### src/rtl/inst_fetch_buf_pkg.sv
// Shared core definitions for the instruction fetch buffer: bubble values
// presented to decode and the fetch handshake payload layout.
package inst_fetch_buf_pkg;

  localparam int XLEN_DEF  = 32;
  localparam int INT_W_DEF = 8;

  // Bubble values driven to decode whenever no entry is presented.
  localparam logic [31:0] INST_NOP   = 32'h0000_0013;  // addi x0, x0, 0
  localparam logic [31:0] RESET_ADDR = 32'h0000_0000;
  localparam logic [7:0]  INT_NONE   = 8'h00;

  // Handshake payload at the default core widths.
  typedef struct packed {
    logic [XLEN_DEF-1:0]  inst;
    logic [XLEN_DEF-1:0]  addr;
    logic [INT_W_DEF-1:0] int_flag;
  } fetch_pkt_t;

  // Fetch addresses are word aligned once stored.
  function automatic logic [XLEN_DEF-1:0] align_addr(input logic [XLEN_DEF-1:0] a);
    return {a[XLEN_DEF-1:2], 2'b00};
  endfunction

endpackage

### src/rtl/inst_fetch_buf_if.sv
// Fetch-side and decode-side handshake bundle of the instruction fetch buffer.
// Signal suffixes are from the buffer's point of view.
interface inst_fetch_buf_if #(
  parameter int XLEN  = 32,
  parameter int INT_W = 8
);
  logic             in_valid_i;
  logic             in_ready_o;
  logic [XLEN-1:0]  inst_i;
  logic [XLEN-1:0]  inst_addr_i;
  logic [INT_W-1:0] interrupt_flag_i;

  logic             out_valid_o;
  logic             out_ready_i;
  logic [XLEN-1:0]  inst_o;
  logic [XLEN-1:0]  inst_addr_o;
  logic [INT_W-1:0] interrupt_flag_o;

  // Fetch unit / decode side driving the buffer.
  modport master (
    output in_valid_i, inst_i, inst_addr_i, interrupt_flag_i, out_ready_i,
    input  in_ready_o, out_valid_o, inst_o, inst_addr_o, interrupt_flag_o
  );

  // The buffer itself.
  modport slave (
    input  in_valid_i, inst_i, inst_addr_i, interrupt_flag_i, out_ready_i,
    output in_ready_o, out_valid_o, inst_o, inst_addr_o, interrupt_flag_o
  );
endinterface

### src/rtl/inst_fetch_buf_fifo_ctrl.sv
// Pointer and occupancy tracking for a power-of-two deep FIFO. Pointers wrap
// naturally at PTR_W bits; flush returns everything to the empty state.
module fifo_ctrl #(
  parameter  int DEPTH = 4,
  localparam int PTR_W = $clog2(DEPTH),
  localparam int CNT_W = $clog2(DEPTH + 1)
) (
  input  logic             clk_i,
  input  logic             rst_n_i,
  input  logic             flush_i,
  input  logic             push_i,
  input  logic             pop_i,
  output logic [PTR_W-1:0] wr_ptr_o,
  output logic [PTR_W-1:0] rd_ptr_o,
  output logic [CNT_W-1:0] count_o,
  output logic             full_o,
  output logic             empty_o
);

  logic [PTR_W-1:0] wr_ptr_q, wr_ptr_d;
  logic [PTR_W-1:0] rd_ptr_q, rd_ptr_d;
  logic [CNT_W-1:0] count_q, count_d;

  // Next pointer/count: flush wins and drops any same-cycle push or pop.
  always_comb begin
    wr_ptr_d = wr_ptr_q;
    rd_ptr_d = rd_ptr_q;
    count_d  = count_q;
    if (flush_i) begin
      wr_ptr_d = '0;
      rd_ptr_d = '0;
      count_d  = '0;
    end else begin
      if (push_i) wr_ptr_d = wr_ptr_q + PTR_W'(1);
      if (pop_i)  rd_ptr_d = rd_ptr_q + PTR_W'(1);
      count_d = count_q + CNT_W'(push_i) - CNT_W'(pop_i);
    end
  end

  // State registers, cleared asynchronously.
  always_ff @(posedge clk_i or negedge rst_n_i) begin
    if (!rst_n_i) begin
      wr_ptr_q <= '0;
      rd_ptr_q <= '0;
      count_q  <= '0;
    end else begin
      wr_ptr_q <= wr_ptr_d;
      rd_ptr_q <= rd_ptr_d;
      count_q  <= count_d;
    end
  end

  assign wr_ptr_o = wr_ptr_q;
  assign rd_ptr_o = rd_ptr_q;
  assign count_o  = count_q;
  assign full_o   = (count_q == CNT_W'(DEPTH));
  assign empty_o  = (count_q == '0);

endmodule

### src/rtl/inst_fetch_buf.sv
// Instruction fetch buffer: decouples fetch from decode with a small FIFO.
// Entries are presented to decode the cycle after they are pushed; decode
// sees a NOP bubble whenever the buffer is empty or held.
module inst_fetch_buf
  import inst_fetch_buf_pkg::*;
#(
  parameter  int XLEN  = 32,
  parameter  int DEPTH = 4,
  parameter  int INT_W = 8,
  localparam int PTR_W = $clog2(DEPTH),
  localparam int CNT_W = $clog2(DEPTH + 1)
) (
  input  logic             clk_i,
  input  logic             rst_n_i,
  input  logic             flush_i,
  input  logic             hold_i,
  inst_fetch_buf_if.slave  bus,
  output logic [CNT_W-1:0] count_o
);

  // Same field layout as fetch_pkt_t, sized by this instance's parameters.
  typedef struct packed {
    logic [XLEN-1:0]  inst;
    logic [XLEN-1:0]  addr;
    logic [INT_W-1:0] int_flag;
  } entry_t;

  entry_t           mem_q [DEPTH];
  entry_t           mem_d [DEPTH];
  entry_t           head;
  logic [PTR_W-1:0] wr_ptr, rd_ptr;
  logic             full, empty;
  logic             push, pop;
  logic             out_valid;

  assign bus.in_ready_o = !full && !flush_i;
  assign push           = bus.in_valid_i && bus.in_ready_o;
  assign out_valid      = !empty && !hold_i;
  // A flush drops the pop as well; pointers go back to zero regardless.
  assign pop            = out_valid && bus.out_ready_i && !flush_i;

  fifo_ctrl #(.DEPTH(DEPTH)) u_ctrl (
    .clk_i    (clk_i),
    .rst_n_i  (rst_n_i),
    .flush_i  (flush_i),
    .push_i   (push),
    .pop_i    (pop),
    .wr_ptr_o (wr_ptr),
    .rd_ptr_o (rd_ptr),
    .count_o  (count_o),
    .full_o   (full),
    .empty_o  (empty)
  );

  // Write the incoming word into the slot at the write pointer, address aligned.
  always_comb begin
    mem_d = mem_q;
    if (push) begin
      mem_d[wr_ptr] = '{inst:     bus.inst_i,
                        addr:     {bus.inst_addr_i[XLEN-1:2], 2'b00},
                        int_flag: bus.interrupt_flag_i};
    end
  end

  // Payload storage: validity lives in fifo_ctrl, so slots need no reset.
  always_ff @(posedge clk_i) begin
    mem_q <= mem_d;
  end

  // Present the head entry, or a bubble when nothing is valid for decode.
  always_comb begin
    head = mem_q[rd_ptr];
    bus.out_valid_o      = out_valid;
    bus.inst_o           = XLEN'(INST_NOP);
    bus.inst_addr_o      = XLEN'(RESET_ADDR);
    bus.interrupt_flag_o = INT_W'(INT_NONE);
    if (out_valid) begin
      bus.inst_o           = head.inst;
      bus.inst_addr_o      = head.addr;
      bus.interrupt_flag_o = head.int_flag;
    end
  end

endmodule

### src/flat_wrapper.sv
// flat-port wrapper written by rule: the top's interface ports become plain ports
module inst_fetch_buf_flat import inst_fetch_buf_pkg::*;
#(
  parameter  int XLEN  = 32,
  parameter  int DEPTH = 4,
  parameter  int INT_W = 8,
  localparam int PTR_W = $clog2(DEPTH),
  localparam int CNT_W = $clog2(DEPTH + 1)
)
  (clk_i, rst_n_i, flush_i, hold_i, count_o, bus_in_valid_i, bus_inst_i, bus_inst_addr_i, bus_interrupt_flag_i, bus_out_ready_i, bus_in_ready_o, bus_out_valid_o, bus_inst_o, bus_inst_addr_o, bus_interrupt_flag_o);
  inst_fetch_buf_if #(.XLEN(XLEN), .INT_W(INT_W)) bus_i ();
  input  logic clk_i;
  input  logic rst_n_i;
  input  logic flush_i;
  input  logic hold_i;
  output logic [CNT_W-1:0] count_o;
  input wire logic [$bits(bus_i.in_valid_i)-1:0] bus_in_valid_i;
  input wire logic [$bits(bus_i.inst_i)-1:0] bus_inst_i;
  input wire logic [$bits(bus_i.inst_addr_i)-1:0] bus_inst_addr_i;
  input wire logic [$bits(bus_i.interrupt_flag_i)-1:0] bus_interrupt_flag_i;
  input wire logic [$bits(bus_i.out_ready_i)-1:0] bus_out_ready_i;
  output wire logic [$bits(bus_i.in_ready_o)-1:0] bus_in_ready_o;
  output wire logic [$bits(bus_i.out_valid_o)-1:0] bus_out_valid_o;
  output wire logic [$bits(bus_i.inst_o)-1:0] bus_inst_o;
  output wire logic [$bits(bus_i.inst_addr_o)-1:0] bus_inst_addr_o;
  output wire logic [$bits(bus_i.interrupt_flag_o)-1:0] bus_interrupt_flag_o;
  assign bus_i.in_valid_i = bus_in_valid_i;
  assign bus_i.inst_i = bus_inst_i;
  assign bus_i.inst_addr_i = bus_inst_addr_i;
  assign bus_i.interrupt_flag_i = bus_interrupt_flag_i;
  assign bus_i.out_ready_i = bus_out_ready_i;
  assign bus_in_ready_o = bus_i.in_ready_o;
  assign bus_out_valid_o = bus_i.out_valid_o;
  assign bus_inst_o = bus_i.inst_o;
  assign bus_inst_addr_o = bus_i.inst_addr_o;
  assign bus_interrupt_flag_o = bus_i.interrupt_flag_o;
  inst_fetch_buf #(.XLEN(XLEN), .DEPTH(DEPTH), .INT_W(INT_W)) u_core (.clk_i(clk_i), .rst_n_i(rst_n_i), .flush_i(flush_i), .hold_i(hold_i), .bus(bus_i), .count_o(count_o));
endmodule
### config.mk
export PLATFORM = sky130hd
export DESIGN_NAME = inst_fetch_buf_flat
export DESIGN_NICKNAME = d
export VERILOG_FILES = /design/src/rtl/inst_fetch_buf_pkg.sv /design/src/rtl/inst_fetch_buf_if.sv /design/src/rtl/inst_fetch_buf_fifo_ctrl.sv /design/src/rtl/inst_fetch_buf.sv /design/src/flat_wrapper.sv
export SDC_FILE = /design/constraint.sdc
export NUM_CORES = 1
export LEC_CHECK = 0
export ABC_AREA = 1
export CAP_MARGIN = 20
export CORE_ASPECT_RATIO = 1.75
export CORE_UTILIZATION = 45
export DETAILED_ROUTE_END_ITERATION = 8
export PLACE_DENSITY = 0.7
export SYNTH_ARGS = -nofsm -noshare
export SYNTH_HDL_FRONTEND = slang
export SYNTH_SLANG_ARGS = --single-unit
export TNS_END_PERCENT = 100
### constraint.sdc
create_clock -name clk_i -period 3.81 [get_ports clk_i]
set_clock_uncertainty 0.05 [all_clocks]
set_input_delay 0.762 -clock clk_i [delete_from_list [all_inputs] [get_ports clk_i]]
set_output_delay 0.762 -clock clk_i [all_outputs]
set_load 0.01 [all_outputs]
==> flow_summary.yaml, run 1 <==
synth:
  yosys_register_bits: 287
  yosys.area_share.simple_pct: 10.3
  ys_seq_area_share_pct: 75.8
  synth_top_family_by_area: "simple AND/OR/NAND/NOR gates"
  synth_area_leaders: "edfxtp_1 (74%), nor2_1 (9.3%), o21ai_0 (6.1%), a21oi_1 (3.0%), dfrtp_1 (1.5%)"
  yosysTopAreaCellShare_pct: 74.2
  synthXorXnorAreaFrac_pct: 0.0773
  ys_warn_count: 0
  synth_fa_ha_area_share_pct: 0.839
  syn_avg_cell_area_um2: 12.8
  synthCells: 888
  muxShareOfSynthArea_pct: 0
  synth_area_leader_cell: "edfxtp_1"
  synth_compound_area_share_pct: 9.50
  syn_area_um2: 11300
  synth_cell_types: 21
die:
  core_um2: 24600
  die_height_um: 212
  pin_count: 155
  start_util_pct: 46.0
  die_area_um2: 25800
  dieWidth_um: 122
  row_count: 76
sta:
  timing.hold.ws_ps: 471
  slew_violations: 0
  clock.fmax_mhz: 280
  setup_tns_ps: 0
  setup_viol: 0
  period_minus_slack_ps: 3570
  finalCritPeriodShare_pct: 93.7
  rsz0062_at_grt: "false"
  hold_violations: 0
pwr:
  peakVddDrop_mv: 0.423
  p_per_area_nw_per_um2: 583
  total_power_mw: 8.20
  power.leakage_nw: 4.74
grt:
  grt-busiest-layer: "met2"
  grtUsageMet2_pct: 35.6
  use_met1_pct: 21.7
  grt_pass1_wl_um: 37600
  grt_max_degree: 98
  grtUsageMet3_pct: 2.56
  grt_usage_pct: 19.2
  grt_pass1_vias: 7149
  grt_overflow: 0
  antenna_found_initial: 3
routing:
  firstDrtPassIters: 5
  wl_per_cell_um: 18.0
  wirelength_um: 24600
  drc_errors: 0
  drt_iter0_drc: 445
  vias: 7102
  drt-vias-per-instance: 5.22
  ant_nets: 0
clocking:
  clockBufferDepth: 3
  ctsHoldBuffers: 0
  path_clk_slew_ps: 60
  clock-root-buffer: "clkbuf_16"
  clk_latency_ps: 530
  htree_num_levels: 1
  postCtsSetupBuffers: 0
  cts_tree: "built"
  numCtsBuffers: 26
  cts_resized: 0
  cts.sinks: 287
run:
  drv_cap: 0
cells_and_area:
  area_growth_pct: 24.2
  fin_area_um2: 14100
  drive_above_1_share_pct: 6.21
  final_cell_mix: "edfxtp_1 (280), nor2_1 (278), clkdlybuf4s50_1 (150), o21ai_0 (137), a21oi_1 (69)"
  fill_cells: 1973
  nets: 1115
  final_common_cell: "edfxtp_1"
worst_setup_path:
  crit_path_end_kind: "primary output"
  rr_worst_depth: 11
  cp_max_fo: 34
  cpMostUsedCell: "nor2_1"
  path_cells: "buf_4, nor2_1, nor2_1, o21ai_0, a21oi_1, clkdlybuf4s50_1"
  cpPeakStageDelay_ps: 670
  cp.required_ps: 3000
  start_kind: "register"
  crit_buf_inv: 2
  crit-reg2reg-capture: "u_core.u_ctrl.count_o[2]"
  slowest_stage: "dfrtp_4"
  worstPathArrival_ps: 2760
  r2r-start: "u_core.u_ctrl.count_o[1]"
  r2r_slack_ps: 1550
  crit_type: "register to primary output"
  cp_top_family: "buffers and inverters"
worst_hold_path:
  min-delay-path-class: "input pin to async pin"
placement:
  port_buffers: 150
  place.gp.congestion: 0.770
  post-dp-hpwl_um: 13500
  placed_area_um2: 13200
status:
  status: "finished clean"
-- cell usage after synthesis (all sizes together) --
master and instances:
a21oi 69, buf 28, clkbuf 27, conb 1, dfrtp 7, edfxtp 280, fa 1, ha 6
inv 18, nand2 17, nand3 8, nor2 282, o211ai 6, o21ai 137, xor2 1
-- worst max-delay path by stage --
stage / start / to / slack [ps] / cells after the start
global placement: hold_i / bus_inst_o[2] / 520 / 6
detailed placement: hold_i / bus_inst_o[10] / 510 / 6
CTS: u_core.u_ctrl.rd_ptr_o[0] / bus_inst_addr_o[24] / 40 / 6
finish: u_core.u_ctrl.rd_ptr_o[0] / bus_inst_addr_o[24] / 240 / 6
floorplan: flush_i / u_core.mem_q[0] / -800 / 3
global route: u_core.u_ctrl.rd_ptr_o[0] / bus_inst_addr_o[25] / 100 / 6
-- layer usage --
layer	routed length (um)	up-vias
li1	-	3412
met1	9270	3454
met2	13500	192
met3	1170	42
met4	648	2
met5	13	-
-- final cells by class --
type / instances / area (um2) / area share [%]
clock inverter: 16 / 183 / 1.30
sequential: 287 / 8590 / 61.0
multi-input combinational: 529 / 2380 / 16.9
clock buffer: 29 / 683 / 4.86
antenna: 2 / 5.00 / 0.0356
inverter: 18 / 70.1 / 0.498
tap: 312 / 390 / 2.77
timing repair buffer: 168 / 1770 / 12.6
-- flip-flops by register name (all words and copies together) (netlist names) --
signal,flops
u_core.u_ctrl.count_o,3
u_core.mem_q,280
u_core.u_ctrl.wr_ptr_o,2
u_core.u_ctrl.rd_ptr_o,2
-- power breakdown --
part	internal, mW	switching, mW
registers	3.68	0.0760
logic	0.735	1.08
clock network	1.56	1.07
-- kinds of logic (layout without fill, tap and decap cells) --
logic type / after synthesis / after routing
buffers and inverters: 73 / 231
AOI/OAI and AO/OA: 212 / 212
other: 1 / 4
and+or+nand+nor: 307 / 307
adders and majority gates: 7 / 7
DFF: 287 / 287
xor gates and xnor gates: 1 / 1
-- stage by stage --
step	worst slack [ps]	std cells	utilization (%)
2_1_floorplan	-800	889	-
3_3_place_gp	522	1313	53.5
6_report	240	1361	57.1
5_1_grt	98.7	1361	57.1
4_1_cts	38.1	1358	57.0
3_5_place_dp	510	1313	53.5
No activity file was read; power rests on OpenSTA's default activity.
==> inputs of run 2 (changes only) <==
--- a/config.mk
+++ b/config.mk
@@ -10,7 +10,8 @@
 export CORE_ASPECT_RATIO = 1.75
 export CORE_UTILIZATION = 45
 export DETAILED_ROUTE_END_ITERATION = 8
-export PLACE_DENSITY = 0.7
+export PLACE_DENSITY = 0.68
+export SKIP_LAST_GASP = 1
 export SYNTH_ARGS = -nofsm -noshare
 export SYNTH_HDL_FRONTEND = slang
 export SYNTH_SLANG_ARGS = --single-unit
==> constraint.sdc (replaced) <==
create_clock -name clk_i -period 4.44 [get_ports clk_i]
set_clock_uncertainty 0.05 [all_clocks]
set_input_delay 0.888 -clock clk_i [delete_from_list [all_inputs] [get_ports clk_i]]
set_output_delay 0.888 -clock clk_i [all_outputs]
set_load 0.01 [all_outputs]
==> run 2 against run 1 <==
Effect of this change: worst setup slack improved by 560 ps; final cell count about the same; combinational power decreased by 15%; count of clock-buffer cells in the layout increased by 2; non-clock buffer count decreased by 1; register-to-register slack improved by 500 ps; die area unchanged; largest cell class unchanged; largest power group unchanged.
==> flow_summary.yaml, run 2 (synthesized netlist as in run 1, its figures left out) <==
worst_setup_path:
  crit_path_end_kind: "primary output"
  worstPathArrival_ps: 2700
  start_kind: "register"
  cp_max_fo: 46
  cp.required_ps: 3500
  crit_type: "register to primary output"
routing:
  firstDrtPassIters: 4
  met1_length_um: 9150
  wl_per_cell_um: 17.8
  wirelength_um: 24200
  ant_nets: 0
  drt-vias-per-instance: 5.22
  met2_length_um: 13000
  vias: 7105
  drc_errors: 0
  drt_iter0_drc: 441
  wl_met3_um: 1270
  highest_layer: "met5"
placement:
  placed_area_um2: 13100
  post-dp-hpwl_um: 13400
  port_buffers: 150
  place.gp.congestion: 0.761
grt:
  grt_pass1_vias: 6957
  grt_max_degree: 141
  antenna_found_initial: 2
  grt_pass1_wl_um: 36500
  grt_usage_pct: 18.8
  grt_overflow: 0
cells_and_area:
  fin_area_um2: 14000
  drive_above_1_share_pct: 6.20
  largest-register: "u_core.mem_q"
  post-route-util_pct: 56.9
  area_growth_pct: 23.7
  final_cell_mix: "edfxtp_1 (280), nor2_1 (278), clkdlybuf4s50_1 (150), o21ai_0 (137), a21oi_1 (69)"
  nets: 1114
  n_antenna_cell: 0
  fill_cells: 1940
  largest_register_ffs: 280
  final_common_cell: "edfxtp_1"
pwr:
  p_per_area_nw_per_um2: 503
  total_power_mw: 7.05
  power.leakage_nw: 4.73
  peakVddDrop_mv: 0.366
clocking:
  clockBufferDepth: 3
  ctsHoldBuffers: 0
  cts_resized: 0
  postCtsSetupBuffers: 0
  cts.sinks: 287
  clock-root-buffer: "clkbuf_16"
  htree_num_levels: 1
  clk_latency_ps: 530
  numCtsBuffers: 26
  path_clk_slew_ps: 60
  cts_tree: "built"
sta:
  rsz0062_at_grt: "false"
  setup_tns_ps: 0
  period_minus_slack_ps: 3640
  slew_violations: 0
  clock.fmax_mhz: 275
  setup_viol: 0
  worst_pin_slew_ps: 681
  finalCritPeriodShare_pct: 81.9
  hold_violations: 0
  slew_headroom_pct: 54.6
die:
  die_height_um: 212
  core_um2: 24600
  row_count: 76
  pin_count: 155
  die_area_um2: 25800
  start_util_pct: 46.0
  dieWidth_um: 122
run:
  drv_cap: 0
worst_hold_path:
  min-delay-path-class: "register to register"
status:
  status: "finished clean"
## run 2: changes by cell type in the layout (fill, tap and decap cells not counted), sizes merged
cell    before  now
clkbuf      29   31
diode        2    0
buf         18   17
clkinv      10    9
inv         19   20
## run 2: power breakdown
| part | leakage (nW) | internal (mW) | switching (mW) | total (mW) |
|---|---|---|---|---|
| registers | 2.63 | 3.16 | 0.0446 | 3.20 |
| clock network | 0.431 | 1.35 | 0.958 | 2.31 |
| logic | 1.67 | 0.610 | 0.935 | 1.55 |
| total | 4.73 | 5.12 | 1.94 | 7.05 |
## run 2: path summary, 6_finish.rpt
| kind | from | to | slack, ps | depth (start not counted) |
|---|---|---|---|---|
| min in group asynchronous | rst_n_i | u_core.u_ctrl.count_o[2] | 560 | 1 |
| max | u_core.u_ctrl.rd_ptr_o[1] | bus_inst_addr_o[31] | 800 | 6 |
| min | u_core.u_ctrl.wr_ptr_o[0] | u_core.u_ctrl.wr_ptr_o[0] | 530 | 2 |
| max in group asynchronous | rst_n_i | u_core.u_ctrl.rd_ptr_o[0] | 3500 | 1 |
| max reg2reg | u_core.u_ctrl.count_o[1] | u_core.u_ctrl.count_o[2] | 2050 | 10 |
| min reg2reg | u_core.u_ctrl.wr_ptr_o[0] | u_core.u_ctrl.wr_ptr_o[0] | 530 | 2 |
## run 2: worst max-delay path, cell delays in order, from the launching register on
cell,delay [ps]
dfrtp_2,360
buf_4,520
buf_4,460
nor2_1,80
o21ai_0,80
a21oi_1,80
clkdlybuf4s50_1,560
## run 2: through the flow
| step | worst slack [ps] | hold WS (ps) | instances |
|---|---|---|---|
| global placement | 864 | 508 | 1313 |
| detailed placement | 865 | 511 | 1313 |
| global route | 634 | 545 | 1360 |
| finish | 804 | 526 | 1360 |
| CTS | 717 | 526 | 1360 |
| floorplan | -296 | 470 | 889 |
## run 2: routing by layer
metal,up-vias,global-route usage (%)
li1,3414,-
met1,3421,20.8
met2,207,35.1
met3,59,2.96
met4,4,7.79
met5,-,0
## run 2: area by class of cell
| type | count | area (um2) | share of cell area (%) |
|---|---|---|---|
| inverters | 18 | 70.1 | 0.500 |
| flip-flops and latches | 287 | 8590 | 61.3 |
| clock inverters | 16 | 195 | 1.39 |
| repair buffers | 167 | 1700 | 12.2 |
| multi-input cells | 529 | 2380 | 17.0 |
| well taps | 312 | 390 | 2.78 |
| clock buffers | 31 | 691 | 4.93 |
